### config.mk
export PLATFORM = sky130hd
export DESIGN_NAME = c3lib_sync_meta_model_mc
export DESIGN_NICKNAME = d
export VERILOG_FILES = /design/src/rtl/c3lib_sync_meta_model_mc.sv
export SDC_FILE = /design/constraint.sdc
export NUM_CORES = 1
export LEC_CHECK = 0
export CAP_MARGIN = 0
export CORE_ASPECT_RATIO = 0.5
export CORE_MARGIN = 2
export CORE_UTILIZATION = 57
export CTS_CLUSTER_SIZE = 14
export DETAILED_ROUTE_END_ITERATION = 12
export PLACE_DENSITY = 0.82
export SLEW_MARGIN = 20
export SYNTH_ARGS = -nofsm -noshare
export SYNTH_HDL_FRONTEND = slang
export SYNTH_SLANG_ARGS = --single-unit
export TNS_END_PERCENT = 20
### constraint.sdc
create_clock -name clk -period 4.9 [get_ports clk]
set_clock_uncertainty 0.2 [all_clocks]
set_input_delay 1.47 -clock clk [delete_from_list [all_inputs] [get_ports clk]]
set_output_delay 1.47 -clock clk [all_outputs]
set_load 0.05 [all_outputs]
### src/rtl/c3lib_sync_meta_model_mc.sv
// c3lib_sync_meta_model_mc: multi-channel bit synchronizer with a runtime-enabled,
// LFSR-driven metastability model that delays selected channels by one cycle.
module c3lib_sync_meta_model_mc #(
   parameter int               WIDTH       = 8,
   parameter int               SYNC_STAGES = 2,
   parameter logic [WIDTH-1:0] RESET_VAL   = {WIDTH{1'b0}},
   parameter int               META_COUNT  = 256,
   parameter logic [31:0]      LFSR_SEED   = 32'h0000_0001
) (
   input  logic             clk,
   input  logic             rst,
   input  logic             meta_en,
   input  logic [WIDTH-1:0] data_in,
   output logic [WIDTH-1:0] data_out,
   output logic [WIDTH-1:0] data_rise,
   output logic [WIDTH-1:0] data_fall,
   output logic             meta_event,
   output logic [15:0]      meta_event_cnt
);

   localparam int               CNT_W     = (META_COUNT < 32'sd1) ? 1 : $clog2(META_COUNT + 32'sd1);
   localparam logic [CNT_W-1:0] META_LAST = CNT_W'(META_COUNT);
   localparam logic [CNT_W-1:0] CNT_ONE   = CNT_W'(1'b1);
   localparam logic [31:0]      SEED_EFF  = (LFSR_SEED == 32'h0) ? 32'h0000_0001 : LFSR_SEED;

   if (WIDTH < 32'sd1 || WIDTH > 32'sd32 || SYNC_STAGES < 32'sd2 || SYNC_STAGES > 32'sd8 ||
       META_COUNT < 32'sd1) begin : g_param_check
      $error("c3lib_sync_meta_model_mc: parameter out of range");
   end

   // Galois LFSR step, taps x^32+x^22+x^2+x+1, shifting right.
   function automatic logic [31:0] lfsr_next(input logic [31:0] cur);
      logic [31:0] shifted;
      shifted = {1'b0, cur[31:1]};
      return cur[0] ? (shifted ^ 32'h8020_0003) : shifted;
   endfunction

   logic [CNT_W-1:0] interval_r;
   logic [31:0]      lfsr_r;
   logic [31:0]      lfsr_nxt_s;
   logic             period_end_s;
   logic [WIDTH-1:0] meta_mask_r;
   logic [WIDTH-1:0] meta_mask_nxt_s;
   logic [WIDTH-1:0] meta_r;
   logic [WIDTH-1:0] stage0_s;
   logic [WIDTH-1:0] sync_r [SYNC_STAGES];
   logic [WIDTH-1:0] hist_r;
   logic [WIDTH-1:0] rise_r;
   logic [WIDTH-1:0] fall_r;
   logic             meta_event_r;
   logic [15:0]      meta_event_cnt_r;

   // Next mask is only nonzero on the last cycle of an injection period.
   always_comb begin
      lfsr_nxt_s      = lfsr_next(lfsr_r);
      period_end_s    = (interval_r == META_LAST);
      meta_mask_nxt_s = {WIDTH{1'b0}};
      if (period_end_s) begin
         meta_mask_nxt_s = lfsr_nxt_s[WIDTH-1:0] & {WIDTH{meta_en}};
      end else begin
         meta_mask_nxt_s = {WIDTH{1'b0}};
      end
      stage0_s = (meta_mask_r & meta_r) | (~meta_mask_r & data_in);
   end

   // Interval counter, LFSR and one-cycle injection mask.
   always_ff @(posedge clk) begin
      if (rst) begin
         interval_r  <= {CNT_W{1'b0}};
         lfsr_r      <= SEED_EFF;
         meta_mask_r <= {WIDTH{1'b0}};
      end else begin
         interval_r  <= period_end_s ? {CNT_W{1'b0}} : (interval_r + CNT_ONE);
         lfsr_r      <= period_end_s ? lfsr_nxt_s : lfsr_r;
         meta_mask_r <= meta_mask_nxt_s;
      end
   end

   // Synchronizer chain; masked channels load last cycle's sample into stage 0.
   always_ff @(posedge clk) begin
      if (rst) begin
         meta_r <= RESET_VAL;
         for (int i = 0; i < SYNC_STAGES; i++) begin
            sync_r[i] <= RESET_VAL;
         end
      end else begin
         meta_r    <= data_in;
         sync_r[0] <= stage0_s;
         for (int i = 1; i < SYNC_STAGES; i++) begin
            sync_r[i] <= sync_r[i-1];
         end
      end
   end

   // Edge pulses against the delayed output, plus injection event statistics.
   always_ff @(posedge clk) begin
      if (rst) begin
         hist_r           <= RESET_VAL;
         rise_r           <= {WIDTH{1'b0}};
         fall_r           <= {WIDTH{1'b0}};
         meta_event_r     <= 1'b0;
         meta_event_cnt_r <= 16'h0000;
      end else begin
         hist_r       <= sync_r[SYNC_STAGES-1];
         rise_r       <= sync_r[SYNC_STAGES-1] & ~hist_r;
         fall_r       <= ~sync_r[SYNC_STAGES-1] & hist_r;
         meta_event_r <= |meta_mask_r;
         if (meta_event_r && (meta_event_cnt_r != 16'hFFFF)) begin
            meta_event_cnt_r <= meta_event_cnt_r + 16'h0001;
         end
      end
   end

   assign data_out       = sync_r[SYNC_STAGES-1];
   assign data_rise      = rise_r;
   assign data_fall      = fall_r;
   assign meta_event     = meta_event_r;
   assign meta_event_cnt = meta_event_cnt_r;

endmodule

==> results of run 1 <==
==> how the worst max path moves through the flow <==
stage / cells past startpoint / slack, ns / to
after global routing: 1 / 1.46 / meta_event_cnt[8]
after floorplan: 3 / 2.42 / meta_mask_r[0]
after CTS: 1 / 1.50 / meta_event_cnt[8]
final: 1 / 1.51 / meta_event_cnt[8]
after detailed placement: 1 / 1.93 / meta_event_cnt[8]
after global placement: 1 / 1.96 / meta_event_cnt[8]
==> final cells by class <==
| cell class | count | area [µm²] |
|---|---|---|
| clock buffers | 23 | 488 |
| clock inverters | 9 | 223 |
| fillers | 412 | 1500 |
| inverters | 7 | 26.3 |
| multi-input cells | 265 | 1520 |
| flip-flops and latches | 114 | 2280 |
| well taps | 92 | 115 |
| repair buffers | 55 | 543 |
==> power groups by stage <==
stage               clock (W)  combinational [W]  sequential (W)
floorplan                   0          0.0000395        0.000979
global placement            0          0.0000684        0.000970
detailed placement          0          0.0000696        0.000971
CTS                   0.00148          0.0000708        0.000952
global route          0.00152          0.0000761        0.000952
finish                0.00147          0.0000704        0.000952
==> cells by family (layout without fill, tap and decap cells) <==
kind of cell	count (synthesis)	in the layout	synth area share [%]
XOR/XNOR	11	11	2.43
multiplexers	10	10	2.55
flip-flops	114	114	57.5
AND/OR/NAND/NOR	183	183	23.8
adder cells (fa/ha/maj)	3	3	0.946
buffers and inverters	34	94	4.13
AO/OA/AOI/OAI	58	58	8.61
==> synthesized netlist by cell type, types with 2 or more instances <==
library cell / instances
and3_1: 2
nor3b_1: 9
nor2b_1: 34
o31ai_1: 2
nor3_1: 6
xor2_1: 5
dfxtp_1: 114
nand4_1: 5
buf_1: 3
a211oi_1: 3
nor4_1: 6
nor2_1: 30
and2_1: 7
or3_1: 7
buf_4: 9
xnor2_1: 6
buf_2: 2
mux2i_1: 9
a31oi_1: 2
nand3_1: 9
ha_1: 3
or4_1: 2
nand2_1: 59
inv_1: 7
a21oi_1: 40
o21ai_0: 6
clkbuf_1: 13
==> metal layers <==
metal / GRT usage, % / part of all wire [%] / routed length, µm
met3: 9.76 / 5.8 / 441
met5: 0 / 0 / 0
met2: 34.4 / 47 / 3550
met4: 7.61 / 0.92 / 70
met1: 24.5 / 47 / 3540
==> flip-flops by register name, summed over array words and instances, names as in the netlist <==
register        cells
data_fall           8
data_rise           8
hist_r              8
interval_r          9
lfsr_r             32
meta_event          1
meta_event_cnt     16
meta_mask_r         8
meta_r              8
sync_r             16
==> metrics by stage <==
step / setup slack, ns / hold slack, ns / power, W / utilization, %
after floorplan: 2.42 / 0.183 / 0.00102 / -
after global placement: 1.96 / 0.190 / 0.00104 / 66.8
after detailed placement: 1.93 / 0.201 / 0.00104 / 66.8
after CTS: 1.50 / 0.210 / 0.00250 / 77.4
after global routing: 1.46 / 0.223 / 0.00255 / 77.6
final: 1.51 / 0.206 / 0.00249 / 77.6
==> qor.csv, run 1 <==
stage;metric;value;unit
power;p_sw;0.000460;W
clocking;htreeDepth;4;
route;drcViolationCount;0;
synthesis;ys_ff_latch;114;
synthesis;syn-num-nets;427;
power;p_clk_share;58.9;%
critical_path;r2r_setup_slack;2.73;ns
critical_path;critical_path.top_delay_family;buffers and inverters;
place;dp_hpwl;4310;µm
clocking;cts_tree;built;
die;rows;21;
timing;min_period_over_period;69.3;%
clocking;clock-sinks;114;
synthesis;synth_cells;413;
cells_and_area;nets;474;
synthesis;syn_area_per_cell;9.61;µm²
timing;final.min_clock_period;3.39;ns
power;pwr-share-seq;38.2;%
synthesis;synth_top_flop_cell;dfxtp_1;
route;dr.pass1.iters;4;
cells_and_area;drive_gt1_share;8.67;%
critical_path;endpoint_kind;primary output;
critical_path;crit_path_cell_trace;clkdlybuf4s50_1;
critical_path;worstPathArrival;1.72;ns
synthesis;netlist-cell-type-count;40;
route;ant_nets;0;
route;routedWlPerCell;13.4;µm
critical_path;r2r-start;meta_event_cnt[1];
critical_path;cpMaxStageDelayCell;clkdlybuf4s50_1;
run;maxCapViolCount;0;
synthesis;synth_largest_area_cell;dfxtp_1;
clocking;clockRootBuffer;clkbuf_16;
timing;fmax;0.295;GHz
synthesis;synth_edf_count;0;
critical_path;criticalPathCategory;reg2out;
global_route;grtUsageTotal;21.1;%
critical_path;start_kind;flop;
synthesis;synth_top_area_share;57.5;%
cells_and_area;final_area;5200;µm²
hold_path;hp-start;hist_r[1];
hold_path;hold_path_end;data_rise[1];
timing;finalSetupTns;0;ns
timing;rsz0062_at_grt;no;
place;place_area;4470;µm²
power;swShare;18.5;%
synthesis;synth_async_sr_flop_share;0;%
clocking;clkTransAtPathRegs;0.05;ns
hold_path;hp-class;reg2reg;
die;ios;52;
clocking;insertion_delay;0.41;ns
critical_path;max_stage_delay;0.86;ns
clocking;clockBufferDepth;2;
clocking;cts_setup_buffers;0;
cells_and_area;final_common_cell;dfxtp_1;
timing;setup_viol;0;
critical_path;crit_buf_inv;1;
timing;slew_violations;0;
clocking;cts_buffers;17;
critical_path;worstPathMaxFanout;7;
route;via_per_inst;5.19;
place;gp_congestion;0.836;
cells_and_area;antenna_cells;0;
power;peakVddDrop;0.000317;V
place;portBuffers;51;
global_route;grt_pass1_wl;12500;µm
power;power_leakage;1.86;nW
power;p_comb_share;2.8;%
die;core_area;6700;µm²
global_route;grt_max_degree;39;
timing;tightestPinTransition;0.674;ns
cells_and_area;stdcell_count;565;
cells_and_area;synthToLayoutAreaGrowth;31.0;%
die;initial_core_util;59.2;%
die;die_w;122;µm
cells_and_area;final_cell_mix;114 x dfxtp_1, 59 x nand2_1, 50 x clkdlybuf4s50_1;
route;drt_iter0_drc;182;
clocking;cts_hold_buf;0;
critical_path;crit_required;3.23;ns
status;status;finished, final reports clean;
synthesis;yosysSeqAreaShare;57.5;%
route;routed_wirelength;7600;µm
timing;hold_violations;0;
global_route;grt_pass1_vias;2773;
route;num_vias;2930;
die;die_area;7690;µm²
synthesis;ys_warn_count;0;
synthesis;synth_area;3970;µm²
die;die_height;63.0;µm
power;intPower;0.00203;W
timing;slew_headroom;55.1;%
global_route;grt_overflow;0;
clocking;cts-resized-gates;0;
critical_path;worstSetupStartpoint;meta_event_cnt[8];
synthesis;yosys-top-cells-area;dfxtp_1 58%, nand2_1 5.6%, nor2b_1 5.4%;
power;p_per_area;479;nW/µm²
critical_path;rr_worst_depth;5;
critical_path;r2r_end;meta_event_cnt[1];
hold_path;holdPathStages;1;
place;placed_cells;532;
global_route;grt_antenna_before_repair;0;
(Power assumes the default switching activity.)
==> run 2: changes to the inputs <==
Settings changed: CORE_UTILIZATION 57 to 49, PLACE_DENSITY 0.82 to 0.75.
Clock period 4.9 ns to 2.8 ns, I/O delays scaled along.
==> qor.csv, run 2 (synthesized netlist as in run 1, its figures left out) <==
stage;metric;value;unit;change
status;status;finished, final reports clean;;unchanged
cells_and_area;drive_gt1_share;8.23;%;was 8.67%
power;power_leakage;1.83;nW;was 1.86 nW
critical_path;endpoint_kind;primary output;;unchanged
cells_and_area;nets;476;;was 474
route;dr.pass1.iters;5;;was 4
critical_path;cpMaxStageDelayCell;clkdlybuf4s50_1;;unchanged
power;p_clk_share;53.4;%;was 58.9%
global_route;grt_antenna_before_repair;0;;unchanged
critical_path;critical_path.top_delay_family;buffers and inverters;;unchanged
clocking;cts_tree;built;;unchanged
global_route;grt_pass1_vias;2507;;was 2,773
critical_path;worstPathMaxFanout;6;;was 7
hold_path;hp-class;reg2reg;;unchanged
critical_path;max_stage_delay;0.86;ns;about the same
route;ant_nets;0;;unchanged
timing;whs;0.196;ns;was 0.206 ns
cells_and_area;n_fill_cell;655;;was 412
route;routed_wirelength;6690;µm;was 7600 µm
timing;hold_violations;0;;unchanged
timing;slew_violations;0;;unchanged
critical_path;crit_required;1.76;ns;was 3.23 ns
die;die_height;67.6;µm;was 63.0 µm
global_route;grt_overflow;0;;unchanged
power;swShare;19.5;%;was 18.5%
power;intPower;0.00310;W;was 0.00203 W
cells_and_area;largest_register_ffs;32;;unchanged
die;initial_core_util;50.0;%;was 59.2%
critical_path;worstPathArrival;1.70;ns;was 1.72 ns
cells_and_area;final_common_cell;dfxtp_1;;unchanged
cells_and_area;antenna_cells;0;;unchanged
clocking;clockBufferDepth;2;;unchanged
timing;slew_headroom;65.8;%;was 55.1%
clocking;clock-sinks;114;;unchanged
critical_path;crit_buf_inv;1;;unchanged
die;die_area;8880;µm²;was 7690 µm²
die;ios;52;;unchanged
place;dp_hpwl;4280;µm;was 4310 µm
global_route;grtUsageTotal;16.4;%;was 21.1%
timing;final.min_clock_period;2.74;ns;
run;maxCapViolCount;0;;unchanged
cells_and_area;final_cell_mix;114 x dfxtp_1, 59 x nand2_1, 49 x clkdlybuf4s50_1;;was 114 x dfxtp_1, 59 x nand2_1, 50 x clkdlybuf4s50_1
timing;setup_viol;0;;unchanged
timing;min_period_over_period;97.8;%;
clocking;clkTransAtPathRegs;0.05;ns;about the same
place;gp_congestion;0.785;;was 0.836
clocking;htreeDepth;4;;unchanged
timing;tightestPinTransition;0.511;ns;was 0.674 ns
cells_and_area;largest_register;lfsr_r;;unchanged
global_route;grt_max_degree;45;;was 39
critical_path;start_kind;flop;;unchanged
critical_path;crit_path_cell_trace;clkdlybuf4s50_1;;unchanged
die;core_area;7940;µm²;was 6700 µm²
route;drcViolationCount;0;;unchanged
global_route;grt_pass1_wl;11400;µm;was 12,500 µm
clocking;clockRootBuffer;clkbuf_16;;unchanged
die;rows;23;;was 21
route;routedWlPerCell;11.4;µm;was 13.4 µm
critical_path;criticalPathCategory;reg2out;;unchanged
timing;fmax;0.365;GHz;
place;portBuffers;51;;unchanged
power;peakVddDrop;0.000463;V;was 0.000317 V
cells_and_area;synthToLayoutAreaGrowth;28.8;%;was 31.0%
clocking;cts_setup_buffers;0;;unchanged
power;p_per_area;752;nW/µm²;was 479 nW/µm²
clocking;cts_buffers;17;;unchanged
power;p_comb_share;3.2;%;was 2.8%
route;via_per_inst;4.75;;was 5.19
die;die_w;131;µm;was 122 µm
clocking;insertion_delay;0.40;ns;was 0.41 ns
timing;finalSetupTns;0;ns;unchanged
route;num_vias;2781;;was 2,930
route;drt_iter0_drc;123;;was 182
power;p_sw;0.000749;W;was 0.000460 W
power;pwr-share-seq;43.4;%;was 38.2%
timing;rsz0062_at_grt;no;;unchanged
## run 2: changes by cell type in the layout (fill, tap and decap cells not counted), moves of 2 or more
cell and delta:
buf_4 +2, clkinv_2 +2, clkbuf_1 +3, bufinv_16 -5
## run 2: worst paths after layout
| check | startpoint | endpoint | slack (ns) | cells past startpoint |
|---|---|---|---|---|
| worst max register to register | meta_event_cnt[0] | meta_event_cnt[3] | 0.74 | 5 |
| worst max-delay path | meta_event_cnt[9] | meta_event_cnt[9] | 0.06 | 1 |
| worst min register to register | hist_r[2] | data_rise[2] | 0.20 | 1 |
| worst min-delay path | hist_r[2] | data_rise[2] | 0.20 | 1 |
## run 2: power groups by stage
stage           logic, W  registers (W)  clock network [W]
2_1_floorplan  0.0000691        0.00171                  0
3_3_place_gp    0.000124        0.00170                  0
3_5_place_dp    0.000125        0.00170                  0
4_1_cts         0.000126        0.00167            0.00210
5_1_grt         0.000134        0.00167            0.00218
6_report        0.000124        0.00167            0.00205
## run 2: area by class of cell
class	count	area, µm²	area share, %
well taps	112	140	2.74
flip-flops and latches	114	2280	44.7
inverters	7	26.3	0.514
repair buffers	57	566	11.1
clock buffers	26	499	9.77
multi-input cells	265	1520	29.8
clock inverters	5	75.1	1.47
## run 2: metal layers
layer / track usage (%) / up-vias / share of wire [%]
met5: 0 / - / 0
met4: 9.38 / 0 / 1.7
met3: 5.33 / 12 / 4.4
met2: 26.3 / 51 / 44
met1: 20.0 / 1236 / 50
li1: - / 1482 / -
## run 2: stage by stage
stage,cell area [µm²],worst slack (ns),cells,total power [W],utilization (%)
floorplan,3970,0.524,413,0.00178,-
CTS,5110,0.0397,586,0.00389,64.3
finish,5110,0.0619,586,0.00385,64.4
global placement,4530,0.471,555,0.00182,57.1
detailed placement,4530,0.477,555,0.00182,57.1
global route,5110,0.00150,586,0.00398,64.4
## run 2: repair_timing
action | 4_1_cts | 5_1_grt
endpoints found under the setup margin | 0 | 1
hold buffers | 0 | 0
resized for setup | 0 | 1
